$ cat config.mk
export PLATFORM = sky130hd
export DESIGN_NAME = mm2s_banked
export DESIGN_NICKNAME = d
export VERILOG_FILES = /design/src/rtl/mm2s_banked.sv
export SDC_FILE = /design/constraint.sdc
export NUM_CORES = 1
export LEC_CHECK = 0
export ABC_CLOCK_PERIOD_IN_PS = 3500
export CORE_MARGIN = 2
export CORE_UTILIZATION = 50
export DETAILED_ROUTE_END_ITERATION = 6
export PLACE_DENSITY = 0.81
export SLEW_MARGIN = 40
export SYNTH_ARGS = -nofsm -noshare
export SYNTH_HDL_FRONTEND = slang
export SYNTH_SLANG_ARGS = --single-unit
$ cat constraint.sdc
create_clock -name clk -period 3.5 [get_ports clk]
set_clock_uncertainty 0.05 [all_clocks]
set_input_delay 0.7 -clock clk [delete_from_list [all_inputs] [get_ports clk]]
set_output_delay 0.7 -clock clk [all_outputs]
set_load 0.01 [all_outputs]
$ cat src/rtl/mm2s_banked.sv
// Streams len*N words from N interleaved banks onto AXI-stream; first rd_en 1 cycle and first tvalid 3 cycles after start.
// Reads throttle against a 2-entry output buffer under tready backpressure. Define MM2S_BEAT_COUNT_EN to add beat_count.
module mm2s_banked #(
    parameter int D_W    = 8,
    parameter int N      = 4,
    parameter int ADDR_W = 12
) (
    input  logic              clk,
    input  logic              rst_n,
    input  logic              start,
    input  logic [ADDR_W-1:0] len,
    output logic [ADDR_W-1:0] rd_addr,
    output logic [N-1:0]      rd_en,
    input  logic [N*D_W-1:0]  rd_data,
    output logic [D_W-1:0]    m_axis_mm2s_tdata,
    output logic              m_axis_mm2s_tvalid,
    input  logic              m_axis_mm2s_tready,
    output logic              m_axis_mm2s_tlast,
    output logic              busy,
    output logic              done
`ifdef MM2S_BEAT_COUNT_EN
    ,
    output logic [31:0]       beat_count
`endif
);
    localparam int BW = (N > 1) ? $clog2(N) : 1;

    typedef enum logic [1:0] {IDLE, RUN, DRAIN} state_t;
    typedef struct packed {
        logic           last;
        logic [D_W-1:0] dat;
    } beat_t;

    state_t            state_q, state_d;
    logic [ADDR_W-1:0] len_q, addr_q;
    logic [BW-1:0]     bank_q, fl_bank_q;
    logic              fl_vld_q, fl_last_q;
    beat_t             buf_q [2];
    logic              wr_ptr_q, rd_ptr_q;
    logic [1:0]        cnt_q;
    logic              done_zero_q;
    logic              accept, issue, last_rd, pop, done_drain;
    logic [2:0]        occ, cap;
    logic [D_W-1:0]    rdat;
    beat_t             head;

    assign head               = buf_q[rd_ptr_q];
    assign m_axis_mm2s_tvalid = (cnt_q != 2'd0);
    assign m_axis_mm2s_tdata  = head.dat;
    assign m_axis_mm2s_tlast  = m_axis_mm2s_tvalid & head.last;
    assign pop                = m_axis_mm2s_tvalid & m_axis_mm2s_tready;

    assign accept  = (state_q == IDLE) && start && (len != '0);
    assign last_rd = (bank_q == BW'(N - 1)) && (addr_q == len_q - ADDR_W'(1));
    // Buffered plus in-flight words, less the word leaving now, must stay below 2.
    assign occ     = {1'b0, cnt_q} + {2'b0, fl_vld_q};
    assign cap     = 3'd2 + {2'b0, pop};
    assign issue   = (state_q == RUN) && (occ < cap);

    assign rd_addr = addr_q;
    assign rd_en   = issue ? (N'(1) << bank_q) : '0;
    assign rdat    = rd_data[fl_bank_q*D_W +: D_W];
    assign busy    = (state_q != IDLE);
    assign done    = done_drain | done_zero_q;

    always_comb begin
        state_d    = state_q;
        done_drain = 1'b0;
        case (state_q)
            IDLE:    if (accept) state_d = RUN;
            RUN:     if (issue && last_rd) state_d = DRAIN;
            DRAIN: begin
                if (cnt_q == 2'd0 && !fl_vld_q) begin
                    state_d    = IDLE;
                    done_drain = 1'b1;
                end
            end
            default: state_d = IDLE;
        endcase
    end

    always_ff @(posedge clk or negedge rst_n) begin
        if (!rst_n) begin
            state_q     <= IDLE;
            len_q       <= '0;
            addr_q      <= '0;
            bank_q      <= '0;
            fl_vld_q    <= 1'b0;
            fl_last_q   <= 1'b0;
            fl_bank_q   <= '0;
            done_zero_q <= 1'b0;
        end else begin
            state_q     <= state_d;
            done_zero_q <= (state_q == IDLE) && start && (len == '0);
            fl_vld_q    <= issue;
            fl_last_q   <= issue && last_rd;
            fl_bank_q   <= bank_q;
            if (accept) begin
                len_q  <= len;
                addr_q <= '0;
                bank_q <= '0;
            end else if (issue && !last_rd) begin
                // Counters freeze on the final read, so len = 2^ADDR_W-1 never wraps.
                if (bank_q == BW'(N - 1)) begin
                    bank_q <= '0;
                    addr_q <= addr_q + ADDR_W'(1);
                end else begin
                    bank_q <= bank_q + BW'(1);
                end
            end
        end
    end

    always_ff @(posedge clk or negedge rst_n) begin
        if (!rst_n) begin
            buf_q[0] <= '0;
            buf_q[1] <= '0;
            wr_ptr_q <= 1'b0;
            rd_ptr_q <= 1'b0;
            cnt_q    <= 2'd0;
        end else begin
            if (fl_vld_q) begin
                buf_q[wr_ptr_q] <= {fl_last_q, rdat};
                wr_ptr_q        <= ~wr_ptr_q;
            end
            if (pop) rd_ptr_q <= ~rd_ptr_q;
            cnt_q <= cnt_q + {1'b0, fl_vld_q} - {1'b0, pop};
        end
    end

`ifdef MM2S_BEAT_COUNT_EN
    always_ff @(posedge clk or negedge rst_n) begin
        if (!rst_n)      beat_count <= '0;
        else if (accept) beat_count <= '0;
        else if (pop)    beat_count <= beat_count + 32'd1;
    end
`endif

endmodule

After elaboration in Yosys (flattened, before gate mapping)
Cells that the tools add are included.
{"block": "op_classes", "n_addsub": 7, "multipliers": 0, "n_div": 0, "order_cmp": 4, "n_eq_ne": 7, "shifts": 2, "n_mux": 19, "bitwise": 7, "n_reduce_logical": 21}
{"op": "$mux 12", "count": 3}
{"op": "$mux 9", "count": 4}
{"op": "$shiftx 32x6->8", "count": 1}
{"op": "$bwmux 18", "count": 1}
{"op": "$add 12x1->12 const B", "count": 1}
{"op": "$eq 12x12->1", "count": 1}
{"op": "$logic_not 12->1", "count": 1}
{"op": "$mux 2", "count": 6}
{"op": "$reduce_bool 12->1", "count": 1}
{"op": "$sub 12x1->12 const B", "count": 1}
{"op": "$demux 9 s1", "count": 1}
{"op": "$logic_and 1x1->1", "count": 9}
{"op": "$reduce_bool 2->1", "count": 4}
{"op": "$pmux 2 s3", "count": 1}
{"op": "$eq 2x2->1 const B", "count": 2}
{"op": "$ge 2x2->1 const B", "count": 2}
{"op": "$logic_not 2->1", "count": 2}
{"op": "$mux 4", "count": 1}
{"op": "$ne 2x2->1 const B", "count": 2}
{"op": "$not 1->2", "count": 2}
{"op": "$shl 1x2->4 const A", "count": 1}
{"op": "$add 2x1->3", "count": 1}
{"op": "$add 2x1->3 const A", "count": 1}
{"op": "$lt 3x3->1", "count": 1}
{"op": "13 further kinds", "count": 17}
{"block": "totals", "register_bits": 55, "latchBits": 0, "ramBits": 0, "rom_bits": 0, "input_bits": 48, "output_inout_bits": 28, "n_memories": 0}

Longest topological paths before layout
Gate-level depths: netlist of the first run.
{"block": "depth", "word_depth": 8, "mapped_depth": 11, "ltp_nobuf": 11}

Worst setup path after synthesis of the first run
No wires, ideal clock.
{"block": "synth_path", "path_kind": "reg-to-reg", "from": "register len_q[3]", "to": "register addr_q[3] (netlist: rd_addr[3])", "arrival_time_ns": 2.424, "t_required_ns": 3.372, "slack_ns": 0.948, "stages_incl_launch_ff": 10, "n_path_buf": 2, "cell_sequence": "dfrtp_1 > buf_6 > or4_4 > or4_1 > o211ai_2 > nor4_2 > and4_1 > buf_6 > or4_1 > a21oi_1"}
{"block": "synth_between", "elab_chain_cells": 7}
{"item": "from (decl)", "line": "35", "rtl": "logic [ADDR_W-1:0] len_q, addr_q;"}
{"item": "from (signal assigned)", "line": "99", "rtl": "len_q <= len;"}
{"item": "$sub 12x1->12", "line": "54", "rtl": "assign last_rd = (bank_q == BW'(N - 1)) && (addr_q == len_q - ADDR_W'(1));"}
{"item": "$eq 12x12->1", "line": "54"}
{"item": "$logic_and 1x1->1", "line": "54"}
{"item": "$logic_not 1->1", "line": "102", "rtl": "end else if (issue && !last_rd) begin"}
{"item": "$logic_and 1x1->1", "line": "102"}
{"item": "$reduce_bool 2->1 (no line)"}
{"item": "$reduce_and 2->1 (no line)"}
{"item": "to (signal assigned)", "line": "106", "rtl": "addr_q <= addr_q + ADDR_W'(1);"}
{"item": "to (decl)", "line": "35"}
No other way between the ends.
A chain may end at the register's enable or synchronous reset.

Worst setup path after layout of the first run
{"block": "layout_path", "from": "input port m_axis_mm2s_tready", "to": "output port rd_en[3]"}
{"block": "layout_between", "elab_chain_cells": 5}
{"item": "from (decl)", "line": "17", "rtl": "input logic m_axis_mm2s_tready,"}
{"item": "$and 1x1->1", "line": "51", "rtl": "assign pop = m_axis_mm2s_tvalid & m_axis_mm2s_tready;"}
{"item": "$add 2x1->3", "line": "57", "rtl": "assign cap = 3'd2 + {2'b0, pop};"}
{"item": "$lt 3x3->1", "line": "58", "rtl": "assign issue = (state_q == RUN) && (occ < cap);"}
{"item": "$logic_and 1x1->1", "line": "58"}
{"item": "net issue", "line": "42", "rtl": "logic accept, issue, last_rd, pop, done_drain;"}
{"item": "$mux 4", "line": "61", "rtl": "assign rd_en = issue ? (N'(1) << bank_q) : '0;"}
{"item": "to (decl)", "line": "13", "rtl": "output logic [N-1:0] rd_en,"}
The timed path passes the listed nets, and every way through them passes these cells.

==> results of run 1 <==
-- per-stage QoR --
step	utilization, %	worst slack, ps
after floorplan	-	947.8
after global placement	65.83	307.8
after detailed placement	65.87	274.1
after CTS	67.29	256.0
after global routing	67.29	99.65
final	67.29	257.5
-- metal layers --
| layer | vias to the layer above | wire length [um] |
|---|---|---|
| met5 | - | 0 |
| met4 | 0 | 79 |
| met3 | 7 | 485 |
| met2 | 96 | 3497 |
| met1 | 1248 | 2996 |
| li1 | 1236 | - |
-- flip-flops by register name, summed over array words and instances, names as in the netlist, 2 cells and up --
register,flops
rd_addr,12
fl_bank_q,2
cnt_q,2
buf_q,18
bank_q,2
state_q,2
len_q,12
-- cell type report --
| type | count | share of cell area [%] |
|---|---|---|
| multi-input combinational | 218 | 40.78 |
| sequential | 55 | 34.14 |
| timing repair buffer | 80 | 19.43 |
| tap | 75 | 2.328 |
| clock buffer | 6 | 1.800 |
| inverter | 13 | 1.210 |
| clock inverter | 2 | 0.3104 |
-- kinds of logic after synthesis --
| kind of cell | Yosys count |
|---|---|
| simple gates | 107 |
| fa+ha+maj | 10 |
| buf+inv | 26 |
| mux | 37 |
| xor+xnor | 17 |
| flops | 55 |
| compound gates | 47 |
-- report_power, final --
part	leakage [nW]	internal (mW)	total [mW]	switching, mW
clock network	0.0412	0.140	0.335	0.194
logic	1.01	0.815	1.46	0.644
registers	0.688	0.869	1.14	0.268
-- final timing paths --
check,from,to
setup / recovery,m_axis_mm2s_tready,rd_en[3]
hold / removal,rst_n,rd_ptr_q$_DFFE_PN0P_
setup reg to reg,len_q[0]$_DFFE_PN0P_,rd_addr[5]$_DFFE_PN0P_
hold reg to reg,bank_q[1]$_DFFE_PN0P_,fl_bank_q[1]$_DFF_PN0_
max in group asynchronous,rst_n,fl_vld_q$_DFF_PN0_
min in group clk,bank_q[1]$_DFFE_PN0P_,fl_bank_q[1]$_DFF_PN0_
-- synth_stat cells, types with 8 or more instances --
cell | number | area share (%)
mux2_2 | 25 | 9.0
dfrtp_1 | 55 | 44
inv_1 | 11 | 1.3
mux4_2 | 8 | 5.7
clkbuf_1 | 10 | 1.2
and3_1 | 11 | 2.2
xor2_1 | 10 | 2.8
nand3_1 | 11 | 1.8
o21ai_1 | 10 | 1.6
nor2_1 | 12 | 1.4
ha_1 | 10 | 4.0
nand2_1 | 38 | 4.6
-- placed cells by master (no fill, tap or decap), types with 3 or more instances in the layout --
cell and n:
clkdlybuf4s50_1 74, dfrtp_1 55, nand2_1 38, mux2_2 25, nor2_1 12, inv_1 11, and3_1 11, nand3_1 11
o21ai_1 10, xor2_1 10, ha_1 10, mux4_2 8, xnor2_1 7, o211ai_1 7, a21oi_1 7, o31ai_1 7
nor4_1 5, or4_1 5, clkbuf_8 5, buf_4 5, nor3_1 4, o21ai_0 4, nand4_1 4, nand2b_1 3
nor2b_1 3, mux2i_1 3, or3_1 3
==> impl_metrics.tcl, run 1 <==
set metrics [dict create \
    outcome "finished clean" \
    syn_inst 299 \
    dpl_cell_area_um2 3946 \
    critPathLaunchType "input pin" \
    cts_setup_buffers 0 \
    drtAntennaViolNets 0 \
    clock.fmax_mhz 308.4 \
    worstPathMaxFanout 4 \
    clock_latency_ps 300 \
    nets 431 \
    io-pin-count 76 \
    slew_viol_final 0 \
    cp.depth 8 \
    synth_simple_gate_area_share_pct 17.56 \
    start_util_pct 52.32 \
    synth-compound-area-share_pct 10.02 \
    grt_max_degree 33 \
    synth_fa_ha_area_share_pct 3.992 \
    yosysWarnings 0 \
    synthXorXnorAreaFrac_pct 4.750 \
    crit_type "in -> out" \
    leakage_nw 1.737 \
    report.final.hold_viol_count 0 \
    post-dp-hpwl_mm 5.453 \
    hold_path_class "in -> async" \
    core_area_um2 5991 \
    path_cells "clkdlybuf4s50_1 > nand2_1 > o21ai_1 > nand2_1 > inv_2 > nand2_1 > inv_1 > clkdlybuf4s50_1" \
    regArea_um2 1376 \
    globalRouteOverflowTotal 0 \
    seq_area_frac_synth_pct 43.91 \
    viasPerCell 5.762 \
    crit_path_top_delay_cell "clkdlybuf4s50_1" \
    postLayoutCellArea_um2 4031 \
    fillerInstances 459 \
    synth_area_um2 3134 \
    dr_total_vias 2587 \
    rows 28 \
    grt_first_pass_wirelength_mm 12.16 \
    die_h_um 83.18 \
    ys_ff_latch 55 \
    wl_per_cell_um 15.72 \
    finalCritPeriodShare_pct 92.64 \
    cp-end-kind "output port" \
    fin_crit_ps 3242 \
    cts_tree "yes" \
    die_x_um 83.18 \
    placed_cells 441 \
    cts-resized-gates 0 \
    cp_common_cell "nand2_1" \
    gr-max-usage-layer "met2" \
    timing.hold.ws_ps 383.4 \
    first_pass_iters 4 \
    antenna_found_initial 0 \
    htreeDepth 2 \
    area_growth_pct 28.62 \
    crit_arrival_ps 2490 \
    clkSlewWorstSetupHoldPaths_ps 90 \
    grt_pass1_vias 2525 \
    synthFlopType "dfrtp_1" \
    critPathRequiredTime_ps 2750 \
    setup_tns_ps 0 \
    p_total_mw 2.930 \
    slew_headroom_pct 52.23 \
    multi_input_area_um2 1644 \
    cpLargestDelayFamily "buffers and inverters" \
    setup_viol 0 \
    worst_pin_slew_ps 714.5 \
    gr-usage-all-layers_pct 21.25 \
    r2r_setup_slack_ps 620 \
    synth_edf_count 0 \
    synth_cell_types 45 \
    clock_tree.buffer_depth 2 \
    dieArea_um2 6918 \
    drc 0 \
    stdcell_count 449 \
    drv_cap 0 \
    port_buffers 75 \
    grtUsageMet1_pct 27.85 \
    drtIter0Drc 110 \
    rsz0062_at_grt "no" \
    wl_mm 7.060 \
    path_buf_inv 4 \
    cts.sinks 55 \
    cts_root_buf "clkbuf_8" \
    async_flop_share_pct 100.0 \
    ir_drop_mv 0.3973 \
    synth_top_family_by_area "simple AND/OR/NAND/NOR gates" \
    synthesis.nets 357 \
    cts_buffers 5 \
    max_stage_delay_ps 540 \
    antenna_cells 0 \
    synth.area.mux_share_pct 16.05 \
    r2r_cells 7 \
    drive_gt1_share_pct 13.90 \
    p_per_area_nw_per_um2 726.9 \
    cts_hold_buf 0 \
    grt_use_met2_pct 35.56 \
    place_congestion 0.8161 \
    synth.avg_cell_area_um2 10.48 \
    use_met3_pct 5.169 \
]
Power figures use the tool's default switching activity.
==> inputs of run 2 (changes only) <==
--- a/config.mk
+++ b/config.mk
@@ -9,6 +9,7 @@
 export CORE_MARGIN = 2
 export CORE_UTILIZATION = 50
 export DETAILED_ROUTE_END_ITERATION = 6
+export GPL_TIMING_DRIVEN = 0
 export PLACE_DENSITY = 0.81
 export SLEW_MARGIN = 40
 export SYNTH_ARGS = -nofsm -noshare
==> run 2 against run 1 <==
Net effect:
- count of clock-buffer cells in the layout is the same
- wire length grew 5.5%
- largest power group unchanged
- highest routed layer unchanged
- critical path type unchanged
- clock power grew 3%
==> impl_metrics.tcl, run 2 (synthesized netlist as in run 1, its figures left out) <==
set metrics [dict create \
    cts_buffers 5 \
    worst_pin_slew_ps 731.6 \
    cts_root_buf "clkbuf_8" \
    cts_setup_buffers 0 \
    finalWorstSetupSlack_ps 202.7 \
    cp_common_cell "nand2_1" \
    critPathLaunchType "input pin" \
    cts-resized-gates 0 \
    setup_tns_ps 0 \
    report.final.hold_viol_count 0 \
    clkSlewWorstSetupHoldPaths_ps 100 \
    drtAntennaViolNets 0 \
    finalCritPeriodShare_pct 94.21 \
    pwr-share-seq_pct 35.8 \
    drtIter0Drc 110 \
    globalRouteOverflowTotal 0 \
    hold_path_class "in -> async" \
    r2r_cells 9 \
    clock_latency_ps 310 \
    dpl_cell_area_um2 3996 \
    post-dp-hpwl_mm 5.639 \
    place_congestion 0.8217 \
    crit_start "m_axis_mm2s_tready" \
    layout_common_cells "74 x clkdlybuf4s50_1, 55 x dfrtp_1, 38 x nand2_1, 25 x mux2_2, 12 x nor2_1" \
    cts_tree "yes" \
    viasPerCell 5.675 \
    slew_headroom_pct 50.85 \
    path_cells "clkdlybuf4s50_1 > nand2_1 > o21ai_1 > nand2_1 > inv_2 > nand2_1 > inv_2 > clkdlybuf4s50_1" \
    rows 28 \
    worstPathMaxFanout 8 \
    dr_total_vias 2599 \
    stdcell_count 458 \
    grt_first_pass_wirelength_mm 12.53 \
    max_stage_delay_ps 560 \
    power.internal_mw 1.833 \
    top_register "buf_q" \
    p_clk_share_pct 11.7 \
    cts.sinks 55 \
    antenna_cells 0 \
    swShare_pct 38.31 \
    rsz0062_at_grt "no" \
    crit_arrival_ps 2550 \
    wl_mm 7.445 \
    postLayoutCellArea_um2 4081 \
    crit_path_top_delay_cell "clkdlybuf4s50_1" \
    wl_per_cell_um 16.26 \
    die_x_um 83.18 \
    antenna_found_initial 0 \
    area_growth_pct 30.22 \
    r2r-end "rd_addr[2]$_DFFE_PN0P_" \
    outcome "finished clean" \
    crit_type "in -> out" \
    r2r_setup_slack_ps 700 \
    dieArea_um2 6918 \
    setup_viol 0 \
    endpoint "rd_en[3]" \
    start_util_pct 52.32 \
    core_area_um2 5991 \
    first_pass_iters 4 \
    nets 440 \
    port_buffers 75 \
    drc 0 \
    switchingPower_mw 1.138 \
    regArea_um2 1376 \
    multi_input_area_um2 1642 \
    final_common_cell "clkdlybuf4s50_1" \
    grt_pass1_vias 2583 \
    drv_cap 0 \
    rr_startpoint "len_q[0]$_DFFE_PN0P_" \
    slew_viol_final 0 \
    cp-end-kind "output port" \
    fillerInstances 482 \
    drive_gt1_share_pct 13.32 \
    critPathRequiredTime_ps 2750 \
    p_per_area_nw_per_um2 728.1 \
    gr-usage-all-layers_pct 22.10 \
    largest_reg_flops 18 \
    fin_crit_ps 3297 \
    io-pin-count 76 \
    grt_max_degree 39 \
    pwr-share-comb_pct 52.5 \
    cts_hold_buf 0 \
    leakage_nw 1.749 \
    ir_drop_mv 0.4374 \
    pre_cts_ws_ps 140.9 \
    htreeDepth 2 \
    die_h_um 83.18 \
    clock_tree.buffer_depth 2 \
    clock.fmax_mhz 303.3 \
    placed_cells 450 \
]
[run 2: metrics by stage]
| step | power (mW) | utilization (%) | hold WS (ps) |
|---|---|---|---|
| 2_1_floorplan | 2.085 | - | 354.4 |
| 4_1_cts | 2.991 | 68.13 | 198.4 |
| 3_5_place_dp | 2.640 | 66.71 | 405.0 |
| 6_report | 2.972 | 68.13 | 196.6 |
| 5_1_grt | 3.187 | 68.13 | 206.5 |
| 3_3_place_gp | 2.569 | 66.42 | 403.8 |
[run 2: worst min path at each step]
stage | from | end | slack, ps | cells past startpoint
3_3_place_gp | bank_q[1]$_DFFE_PN0P_ | fl_bank_q[1]$_DFF_PN0_ | 400 | 0
4_1_cts | rst_n | bank_q[1]$_DFFE_PN0P_ | 200 | 1
5_1_grt | rst_n | rd_addr[6]$_DFFE_PN0P_ | 210 | 1
3_5_place_dp | bank_q[1]$_DFFE_PN0P_ | fl_bank_q[1]$_DFF_PN0_ | 410 | 0
2_1_floorplan | rst_n | bank_q[0]$_DFFE_PN0P_ | 350 | 0
6_report | rst_n | bank_q[1]$_DFFE_PN0P_ | 200 | 1
[run 2: power groups by stage]
stage	sequential (mW)	clock [mW]	combinational, mW
5_1_grt	1.10	0.377	1.71
4_1_cts	1.06	0.355	1.57
3_3_place_gp	1.06	0	1.51
6_report	1.06	0.346	1.56
2_1_floorplan	1.03	0	1.06
3_5_place_dp	1.08	0	1.56
[run 2: final cells by class]
type,count,area share (%)
plain buffers,13,1.655
clock buffers,6,1.778
clock inverters,2,0.3066
inverters,13,1.196
multi-input cells,218,40.22
flip-flops and latches,55,33.72
well taps,75,2.299
repair buffers,76,18.82
[run 2: per-layer routing]
metal	wire length, um	track usage [%]
met2	3645	37.02
met1	3277	29.21
met4	69	5.514
met5	0	0
met3	453	4.970
[run 2: critical path, delay by kind of cell]
family	cells	cell delay [ps]
AOI/OAI and AO/OA	1	220
buffers and inverters	4	1280
and+or+nand+nor	3	350
==> inputs of run 3 (changes only) <==
--- a/config.mk
+++ b/config.mk
@@ -9,8 +9,10 @@
 export CORE_MARGIN = 2
 export CORE_UTILIZATION = 50
 export DETAILED_ROUTE_END_ITERATION = 6
+export GPL_ROUTABILITY_DRIVEN = 0
 export GPL_TIMING_DRIVEN = 0
 export PLACE_DENSITY = 0.81
+export SETUP_SLACK_MARGIN = 0.1
 export SLEW_MARGIN = 40
 export SYNTH_ARGS = -nofsm -noshare
 export SYNTH_HDL_FRONTEND = slang
==> run 3 against run 2 <==
Net effect:
- via count is 0.35% higher
- non-clock buffer count is the same
- count of clock-buffer cells in the layout stayed put
- flip-flop and latch count unchanged
- setup slack better by 53 ps
- combinational power about the same
- register-to-register slack is essentially flat
- largest power group unchanged
- highest routed layer unchanged
==> impl_metrics.tcl, run 3 (synthesized netlist as in run 1, its figures left out) <==
set metrics [dict create \
    worst_pin_slew_ps 744.8 \
    finalCritPeriodShare_pct 92.70 \
    area_growth_pct 30.34 \
    clock.fmax_mhz 308.2 \
    grt_first_pass_wirelength_mm 12.53 \
    nets 440 \
    fillerInstances 481 \
    cp.depth 8 \
    first_pass_iters 4 \
    outcome "finished clean" \
    postLayoutCellArea_um2 4085 \
    setup_tns_ps 0 \
    cts_buffers 5 \
    r2r_setup_slack_ps 690 \
    largest_reg_flops 18 \
    max_stage_delay_ps 560 \
    cts_tree "yes" \
    wl_per_cell_um 16.25 \
    slew_viol_final 0 \
    leakage_nw 1.750 \
    antenna_found_initial 0 \
    cts_setup_buffers 0 \
    multi_input_area_um2 1645 \
    drc 0 \
    dr_total_vias 2608 \
    drv_cap 0 \
    hold_path_class "in -> async" \
    clock_tree.buffer_depth 2 \
    power.internal_mw 1.839 \
    switchingPower_mw 1.146 \
    crit_type "in -> out" \
    dieArea_um2 6918 \
    worstPathMaxFanout 8 \
    cpLargestDelayFamily "buffers and inverters" \
    endpoint "rd_en[3]" \
    path_buf_inv 4 \
    critPathRequiredTime_ps 2750 \
    cts.sinks 55 \
    cp_common_cell "nand2_1" \
    grt_pass1_vias 2583 \
    die_h_um 83.18 \
    report.final.hold_viol_count 0 \
    final_common_cell "clkdlybuf4s50_1" \
    path_cells "clkdlybuf4s50_1 > nand2_1 > o21ai_2 > nand2_1 > inv_2 > nand2_1 > inv_2 > clkdlybuf4s50_1" \
    dpl_cell_area_um2 3996 \
    setup_viol 0 \
    finalWorstSetupSlack_ps 255.4 \
    cp-end-kind "output port" \
    port_buffers 75 \
    globalRouteOverflowTotal 0 \
    r2r_cells 9 \
    die_x_um 83.18 \
    p_per_area_nw_per_um2 730.6 \
    drive_gt1_share_pct 13.58 \
    rows 28 \
    htreeDepth 2 \
    io-pin-count 76 \
    drtIter0Drc 110 \
    core_area_um2 5991 \
    cts_root_buf "clkbuf_8" \
    ir_drop_mv 0.4686 \
    clock_latency_ps 310 \
    crit_start "m_axis_mm2s_tready" \
    pre_cts_ws_ps 140.9 \
    start_util_pct 52.32 \
    cts_hold_buf 0 \
    slew_headroom_pct 49.96 \
    rsz0062_at_grt "no" \
    p_clk_share_pct 11.6 \
    gr-usage-all-layers_pct 22.10 \
    crit_arrival_ps 2490 \
    viasPerCell 5.694 \
    antenna_cells 0 \
    grt_max_degree 39 \
    final_util_pct 68.19 \
    r2r-end "rd_addr[2]$_DFFE_PN0P_" \
    timing.hold.ws_ps 194.6 \
    crit_path_top_delay_cell "clkdlybuf4s50_1" \
    swShare_pct 38.39 \
    drtAntennaViolNets 0 \
    pwr-share-seq_pct 35.7 \
    wl_mm 7.444 \
    rr_startpoint "len_q[0]$_DFFE_PN0P_" \
    clkSlewWorstSetupHoldPaths_ps 100 \
    fin_crit_ps 3245 \
    regArea_um2 1376 \
    layout_common_cells "74 x clkdlybuf4s50_1, 55 x dfrtp_1, 38 x nand2_1, 25 x mux2_2, 12 x nor2_1" \
    critPathLaunchType "input pin" \
    top_register "buf_q" \
    post-dp-hpwl_mm 5.639 \
    pwr-share-comb_pct 52.7 \
]
## run 3: how the worst min path moves through the flow
stage,start,slack [ps],cells past startpoint,endpoint
after global placement,bank_q[1]$_DFFE_PN0P_,400,0,fl_bank_q[1]$_DFF_PN0_
after detailed placement,bank_q[1]$_DFFE_PN0P_,410,0,fl_bank_q[1]$_DFF_PN0_
after CTS,rst_n,200,1,bank_q[1]$_DFFE_PN0P_
final,rst_n,190,1,bank_q[1]$_DFFE_PN0P_
after global routing,rst_n,210,1,rd_addr[6]$_DFFE_PN0P_
after floorplan,rst_n,350,0,bank_q[0]$_DFFE_PN0P_
## run 3: what timing repair did
item | in CTS | in global routing
hold endpoints to repair | 0 | 0
resized for setup | 0 | 2
setup endpoints to repair | 0 | 1
## run 3: metrics by stage
stage	power, mW	instances
3_5_place_dp	2.640	450
6_report	2.985	458
5_1_grt	3.198	458
4_1_cts	2.991	458
2_1_floorplan	2.085	299
3_3_place_gp	2.569	449
## run 3: layer usage
metal / wire length [um] / track usage, %
met5: 0 / 0
met4: 69 / 5.514
met3: 469 / 4.970
met2: 3645 / 37.02
met1: 3260 / 29.21
## run 3: layout make-up
class	count	share of cell area, %
plain buffers	13	1.654
clock buffers	6	1.776
repair buffers	76	18.81
flip-flops and latches	55	33.69
multi-input cells	218	40.28
well taps	75	2.297
inverters	13	1.194
clock inverters	2	0.3063
## run 3: power by group through the flow
stage	Sequential, mW	Combinational, mW	Clock [mW]
6_report	1.07	1.57	0.347
5_1_grt	1.10	1.72	0.377
4_1_cts	1.06	1.57	0.355
3_5_place_dp	1.08	1.56	0
3_3_place_gp	1.06	1.51	0
2_1_floorplan	1.03	1.06	0
